[config.mk]
export PLATFORM = sky130hd
export DESIGN_NAME = mem_stage_unit
export DESIGN_NICKNAME = d
export VERILOG_FILES = /design/src/rtl/mem_stage_unit.sv
export SDC_FILE = /design/constraint.sdc
export NUM_CORES = 1
export LEC_CHECK = 0
export ABC_AREA = 0
export CAP_MARGIN = 20
export CORE_AREA = 5 5 506 508
export CTS_CLUSTER_SIZE = 12
export DETAILED_ROUTE_END_ITERATION = 8
export DIE_AREA = 0 0 511 513
export HOLD_SLACK_MARGIN = 0.06
export PLACE_DENSITY = 0.31
export SYNTH_ARGS = -nofsm -noshare
export SYNTH_HDL_FRONTEND = slang
export SYNTH_SLANG_ARGS = --single-unit
export TNS_END_PERCENT = 100
[constraint.sdc]
create_clock -name clock -period 5.2 [get_ports clock]
set_clock_uncertainty 0.05 [all_clocks]
set_input_delay 1.04 -clock clock [delete_from_list [all_inputs] [get_ports clock]]
set_output_delay 1.04 -clock clock [all_outputs]
set_load 0.02 [all_outputs]
[src/rtl/mem_stage_unit.sv]
// MEM stage: decodes the EX/MEM bus, resolves branches, runs data-memory accesses over
// a req/ready handshake and registers the MEM/WB bus. Optional macro: MEM_ALIGN_CHECK_EN.
module mem_stage_unit #(
    parameter int BUS_W  = 500,
    parameter int DATA_W = 64,
    parameter int CNT_W  = 32
) (
    input  logic              clock,
    input  logic              reset,
    input  logic [BUS_W-1:0]  PR3,
    output logic [BUS_W-1:0]  PR4,
    output logic              stall,
    output logic              pcsrc,
    output logic [DATA_W-1:0] branch_target,
    output logic              dmem_req,
    output logic              dmem_we,
    output logic [DATA_W-1:0] dmem_addr,
    output logic [DATA_W-1:0] dmem_wdata,
    input  logic [DATA_W-1:0] dmem_rdata,
    input  logic              dmem_ready,
    output logic [CNT_W-1:0]  stall_cycles,
    output logic              align_fault
);

    typedef enum logic [1:0] {IDLE, ACCESS, COMPLETE} state_t;

    state_t             state_q, state_d;
    logic [BUS_W-1:0]   pr4_q, pr4_d;
    logic [DATA_W-1:0]  rdata_q, rdata_d;
    logic [CNT_W-1:0]   stall_cycles_q, stall_cycles_d;
    logic               fault_q, fault_d;
    logic               align_fault_q, align_fault_d;
    logic               stall_c, req_c;

    logic [4:0]         rt;
    logic               branch, mem_read, mem_write, mem_to_reg, reg_write, zero;
    logic [DATA_W-1:0]  alu_result;
    logic               is_load, memop, misaligned;

    assign rt         = PR3[4:0];
    assign branch     = PR3[99];
    assign mem_read   = PR3[100];
    assign mem_write  = PR3[101];
    assign mem_to_reg = PR3[102];
    assign reg_write  = PR3[103];
    assign zero       = PR3[360];
    assign alu_result = PR3[424:361];

    // A store wins when both MemRead and MemWrite are set.
    assign is_load = mem_read & ~mem_write;
    assign memop   = mem_read | mem_write;

`ifdef MEM_ALIGN_CHECK_EN
    assign misaligned  = |alu_result[2:0];
    assign align_fault = align_fault_q;
`else
    assign misaligned  = 1'b0;
    assign align_fault = 1'b0;
`endif

    assign branch_target = PR3[359:296];
    assign dmem_we       = mem_write;
    assign dmem_addr     = alu_result;
    assign dmem_wdata    = PR3[231:168];

    assign stall        = stall_c & ~reset;
    assign dmem_req     = req_c & ~reset;
    assign pcsrc        = branch & zero & ~stall;
    assign PR4          = pr4_q;
    assign stall_cycles = stall_cycles_q;

    function automatic logic [BUS_W-1:0] pack_wb(
        input logic [4:0]        f_rt,
        input logic [DATA_W-1:0] f_ld,
        input logic [DATA_W-1:0] f_alu,
        input logic              f_m2r,
        input logic              f_rw,
        input logic              f_done
    );
        pack_wb          = '0;
        pack_wb[4:0]     = f_rt;
        pack_wb[68:5]    = f_ld;
        pack_wb[132:69]  = f_alu;
        pack_wb[133]     = f_m2r;
        pack_wb[134]     = f_rw;
        pack_wb[135]     = f_done;
    endfunction

    always_comb begin
        state_d       = state_q;
        pr4_d         = pr4_q;
        rdata_d       = rdata_q;
        fault_d       = fault_q;
        align_fault_d = align_fault_q;
        stall_c       = 1'b0;
        req_c         = 1'b0;
        unique case (state_q)
            IDLE: begin
                if (memop) begin
                    stall_c = 1'b1;
                    pr4_d   = '0;
                    if (misaligned) begin
                        state_d       = COMPLETE;
                        fault_d       = 1'b1;
                        align_fault_d = 1'b1;
                    end else begin
                        state_d = ACCESS;
                    end
                end else begin
                    pr4_d = pack_wb(rt, '0, alu_result, mem_to_reg, reg_write, 1'b0);
                end
            end
            ACCESS: begin
                stall_c = 1'b1;
                req_c   = 1'b1;
                pr4_d   = '0;
                if (dmem_ready) begin
                    if (is_load) rdata_d = dmem_rdata;
                    state_d = COMPLETE;
                end
            end
            COMPLETE: begin
                // Faulted accesses never reached memory, so neither data nor write-back survive.
                pr4_d   = pack_wb(rt, (is_load && !fault_q) ? rdata_q : '0, alu_result,
                                  mem_to_reg, reg_write & ~fault_q, 1'b1);
                fault_d = 1'b0;
                state_d = IDLE;
            end
            default: state_d = IDLE;
        endcase
        stall_cycles_d = (stall_c && !(&stall_cycles_q)) ? stall_cycles_q + CNT_W'(1)
                                                         : stall_cycles_q;
    end

    always_ff @(posedge clock) begin
        if (reset) begin
            state_q        <= IDLE;
            pr4_q          <= '0;
            rdata_q        <= '0;
            stall_cycles_q <= '0;
            fault_q        <= 1'b0;
            align_fault_q  <= 1'b0;
        end else begin
            state_q        <= state_d;
            pr4_q          <= pr4_d;
            rdata_q        <= rdata_d;
            stall_cycles_q <= stall_cycles_d;
            fault_q        <= fault_d;
            align_fault_q  <= align_fault_d;
        end
    end

    logic unused_ok;
`ifdef MEM_ALIGN_CHECK_EN
    assign unused_ok = ^{PR3[98:5], PR3[167:104], PR3[295:232], PR3[BUS_W-1:425]};
`else
    assign unused_ok = ^{PR3[98:5], PR3[167:104], PR3[295:232], PR3[BUS_W-1:425],
                         align_fault_q};
`endif

endmodule

# After elaboration in Yosys (flattened, before gate mapping)

Index checks and enable logic that the tools add are counted.
Widths: inputs -> output; s select.

Flip-flop bits (word level): 598
Bits in latches: 0
Bits in writable memories: 0
Memory bits (read-only): 0
Input port bits: 567
Output and inout port bits: 729
Memories: 0

$add $sub $neg: 1
Multiply operators: 0
Div/mod/pow operators: 0
Order comparisons: 0
Equal/unequal tests: 4
Shift-type cells: 0
Mux-type cells: 9
Bitwise logic cells: 9
Reduce and logical (&&, ||, !) cells: 7

Operator list:

| operator              | count |
|---|---|
| $pmux 500 s3          | 1 |
| $mux 135              | 1 |
| $mux 64               | 1 |
| $add 32x1->32 const B | 1 |
| $reduce_and 32->1     | 1 |
| $and 1x1->1           | 5 |
| $mux 2                | 2 |
| $ne 2x2->1 const B    | 2 |
| $pmux 2 s2            | 1 |
| $not 1->1             | 3 |
| $reduce_and 3->1      | 1 |
| $reduce_bool 3->1     | 1 |
| $eq 2x1->1 const B    | 1 |
| $eq 2x2->1 const B    | 1 |
| $logic_not 2->1       | 1 |
| $mux 1                | 2 |
| $pmux 1 s2            | 1 |
| $reduce_and 2->1      | 1 |
| $logic_and 1x1->1     | 1 |
| $logic_not 1->1       | 1 |
| $or 1x1->1            | 1 |

# Depth between registers and ports, before layout

Depth after elaboration: 6
Mapped depth: 8
Gate-level depth less buffers: 7

# Least setup slack after synthesis

OpenSTA, ideal clock, no wires.

Kind: input -> output
Start: input port PR3[100]
End: output port pcsrc
Arrival time: 2,363 ps
Required time: 4,110 ps
Slack: 1,747 ps
Cell stages on the path: 5
Path through: or2_2 > a21oi_1 > clkbuf_1 > nor2_1 > nor2_1

Cells in the longest elaborated chain, start to end: 6

RTL lines:

| element     | RTL line | text |
|---|---|---|
| from (decl) | 10       | `input logic [BUS_W-1:0] PR3,` |
| $or 1x1->1  | 51       | `assign memop = mem_read \| mem_write;` |
| $mux 1      | 99       | `if (memop) begin` |
| $pmux 1 s2  | 97       | `unique case (state_q)` |
| $and 1x1->1 | 66       | `assign stall = stall_c & ~reset;` |
| net stall   | 12       | `output logic stall,` |
| $not 1->1   | 68       | `assign pcsrc = branch & zero & ~stall;` |
| $and 1x1->1 | 68       |  |
| to (decl)   | 13       | `output logic pcsrc,` |

The timed path passes the listed nets, and every way through them passes these cells.

# Worst setup path after layout

Start: input port PR3[101]
End: output port pcsrc

Cells in the longest elaborated chain, start to end: 6

RTL lines:

| element     | RTL line |
|---|---|
| $or 1x1->1  | 51 |
| $mux 1      | 99 |
| $pmux 1 s2  | 97 |
| $and 1x1->1 | 66 |
| $not 1->1   | 68 |
| $and 1x1->1 | 68 |

Every way passes these cells.

==> out/metrics.yaml <==
run_status:
  status: "finished clean"
logic_synthesis:
  synth_top_family_by_area: "buffers and inverters"
  ys.warnings.count: 0
  ys_seq_area_share_pct: 36.70
  synthArstFlopShare_pct: 0
  synthCells: 1523
  syn_area_um2: 12760
  synth_top_area_share_pct: 36.70
  synth_compound_area_share_pct: 12.42
  ys_ff_latch: 234
  synth_xor_area_share_pct: 0.5490
  synth_most_common_cell: "buf_4"
  synth-edff-count: 0
  synth_common_cells: "558 x buf_4, 234 x dfxtp_1, 164 x nor2_1"
  synth_fa_ha_area_share_pct: 0.7842
  avgSynthCellArea_um2: 8.380
  synth.area.top_cells: "dfxtp_1 37%, buf_4 33%, a22oi_1 7.9%"
  muxShareOfSynthArea_pct: 0.8823
  synth_top_cell_by_area: "dfxtp_1"
  synthFlopType: "dfxtp_1"
  synth-simple-area-share_pct: 13.30
  synth_cell_types: 46
final_layout:
  fin_nets: 2264
  seqCellArea_um2: 4684
  multi_input_area_um2: 4979
  area_growth_pct: 50.51
  drive_above_1_share_pct: 6.348
  nFillCells: 29360
timing:
  slew_headroom_pct: 24.82
  fmax_mhz: 245.4
  fin_tns_setup_ps: 0
  finalHoldViolCount: 0
  fin_ws_ps: 1125
  rsz0062_at_grt: "false"
  timing.final.crit_share_pct: 78.37
  period_needed_ps: 4075
  setup_viol: 0
  drv_slew: 0
  worst_slew_pin_slew_ps: 1128
floorplanning:
  core-area_um2: 250700
  io_pins: 1296
  die_w_um: 511
  start_util_pct: 5.091
  die_h_um: 513
  rows: 184
  dieArea_um2: 262100
routing:
  vias: 9724
  drc: 0
  drt_wl_total_um: 77710
  first_pass_iters: 4
  detail-route-antenna-nets: 0
  wire_per_inst_um: 15.33
  via_per_inst: 1.918
  drt_iter0_markers: 340
global_route:
  grt_pass1_vias: 9156
  grt_pass1_wl_um: 96480
  use_met3_pct: 4.250
  busiest_layer: "met2"
  grt_usage_pct: 5.590
  gr-usage-met1_pct: 5.305
  grt_overflow: 0
  use_met2_pct: 8.853
  antenna_found_initial: 19
  grt_max_degree: 79
job:
  maxCapViolations: 0
power:
  cellLeakagePower_nw: 6.118
  p_per_area_nw_per_um2: 303.7
  peakVddDrop_uv: 200.1
  pwr-share-seq_pct: 32.5
  p_clk_share_pct: 50.4
  combPwrFrac_pct: 17.1
  p_int_w: 0.003954
  switchingPower_w: 0.001881
  switching_share_pct: 32.24
worst_setup_path:
  crit_path_max_fanout: 11
  rr_worst_depth: 5
  end_kind: "output pin"
  r2r_slack_ps: 2470
  path_cells: "clkdlybuf4s50_1 > or2_2 > a21oi_1 > buf_4 > nor2_1 > nor2_1 > buf_12"
  crit_path_start_kind: "input port"
  crit_family: "buffers and inverters"
  cp_data_required_time_ps: 4110
  r2r-end: "stall_cycles[21]$_SDFFE_PP0P_"
  crit_top_cell: "nor2_1"
  worstSetupPathType: "input port to output pin"
  critPathMaxStageDelay_ps: 530
  crit_buf_inv: 3
  crit_arrival_ps: 2990
  reg2reg_from: "stall_cycles[16]$_SDFFE_PP0P_"
  cpMaxStageDelayCell: "clkdlybuf4s50_1"
clock_network:
  postCtsSetupBuffers: 0
  cts_hold_repair.buffers: 0
  cts_sinks: 234
  cts-resized-gates: 0
  numCtsBuffers: 40
  htree_num_levels: 2
  cts_buffer_depth: 3
  cts_tree: "yes"
  worstSkewPairLatency_ps: 600
  cts.root.buffer_cell: "clkbuf_16"
  clkTransAtPathRegs_ps: 60
hold_path:
  worstHoldPathCells: 2
  whs_endpoint: "rdata_q[54]$_SDFFE_PP0P_"
  hp-start: "rdata_q[54]$_SDFFE_PP0P_"
  hold_path.class: "flop to flop"
place:
  portBuffers: 377
  hpwl_um: 63160
  place_congestion: 0.6641
  pre_cts_slack_ps: 978.2
==> flip-flops by register name, summed over array words and instances, names as in the netlist <==
register / flops
PR4: 136
state_q: 2
rdata_q: 64
stall_cycles: 32
==> per-layer routing <==
metal	vias up	wire length [um]
li1	4467	-
met5	-	197
met3	181	13940
met1	4335	25490
met2	737	34380
met4	4	3693
==> tightest hold or removal path, cell delays in order (launching register included) <==
cell and delay [ps]:
dfxtp_1 310, nand2_1 50, a21oi_1 50
==> cells by family (layout without fill, tap and decap cells) <==
group	Yosys count	after routing
buf+inv	637	467
simple gates	385	385
compound gates	240	240
flops	234	234
mux	10	10
fa+ha+maj	8	8
xor+xnor	8	8
other cells	1	370
==> area by class of cell <==
| cell class | instances | share of cell area, % |
|---|---|---|
| timing repair buffer | 391 | 20.39 |
| multi-input combinational | 1016 | 25.92 |
| sequential | 234 | 24.38 |
| antenna | 5 | 0.06513 |
| tap | 3348 | 21.81 |
| clock inverter | 20 | 1.661 |
| clock buffer | 50 | 5.666 |
| inverter | 6 | 0.1172 |
==> cells in the final DEF, fill, tap and decap left out, types with 2 or more instances in the layout <==
| cell type | synthesis | final |
|---|---|---|
| clkdlybuf4s50_1 | 0 | 374 |
| conb_1 | 1 | 365 |
| dfxtp_1 | 234 | 234 |
| nor2_1 | 164 | 163 |
| nand2_1 | 141 | 141 |
| a22oi_1 | 134 | 134 |
| a21oi_1 | 82 | 82 |
| clkbuf_16 | 0 | 40 |
| nand4_1 | 14 | 14 |
| buf_4 | 558 | 13 |
| nand3_1 | 13 | 12 |
| nor2b_1 | 11 | 11 |
| xnor2_1 | 8 | 8 |
| a211oi_1 | 7 | 7 |
| or3_1 | 7 | 7 |
| ha_1 | 8 | 7 |
| or2_2 | 6 | 6 |
| o21ai_1 | 6 | 6 |
| inv_1 | 6 | 6 |
| bufinv_16 | 0 | 6 |
| diode_2 | 0 | 5 |
| o31ai_1 | 5 | 5 |
| or4_1 | 5 | 5 |
| mux2_2 | 5 | 5 |
| clkbuf_8 | 0 | 5 |
| clkinv_2 | 0 | 5 |
| clkbuf_1 | 64 | 5 |
| clkinvlp_4 | 0 | 4 |
| nor3_1 | 3 | 3 |
| mux2i_1 | 3 | 3 |
| nor4_2 | 3 | 3 |
| and3_1 | 4 | 3 |
| buf_12 | 0 | 3 |
| nor3b_2 | 1 | 2 |
| a21o_1 | 2 | 2 |
| o21ai_0 | 2 | 2 |
| nand2b_1 | 2 | 2 |
==> worst max-delay path by stage <==
stage                     cells past startpoint     to  startpoint
after floorplan                               5  pcsrc    PR3[100]
after global placement                        7  pcsrc    PR3[101]
after detailed placement                      7  pcsrc    PR3[101]
after CTS                                     7  pcsrc    PR3[101]
after global routing                          7  pcsrc    PR3[101]
final                                         7  pcsrc    PR3[101]
==> power by group through the flow <==
stage	clock network (W)	registers, W	logic (W)
after floorplan	0	0.00198	0.000909
after global placement	0	0.00193	0.00102
after detailed placement	0	0.00193	0.00102
after CTS	0.00316	0.00190	0.00103
after global routing	0.00320	0.00190	0.00108
final	0.00294	0.00190	0.00100
==> per-stage QoR <==
stage | util (%) | power, W | instances | hold WS [ps] | cell area (um^2)
floorplan | - | 0.002887 | 1887 | 381.5 | 14130
global placement | 7.096 | 0.002956 | 4995 | 394.8 | 17790
detailed placement | 7.096 | 0.002956 | 4995 | 396.5 | 17790
CTS | 7.658 | 0.006082 | 5065 | 375.5 | 19200
global route | 7.659 | 0.006183 | 5066 | 423.6 | 19200
finish | 7.663 | 0.005835 | 5070 | 402.7 | 19210
Power figures use the tool's default switching activity.
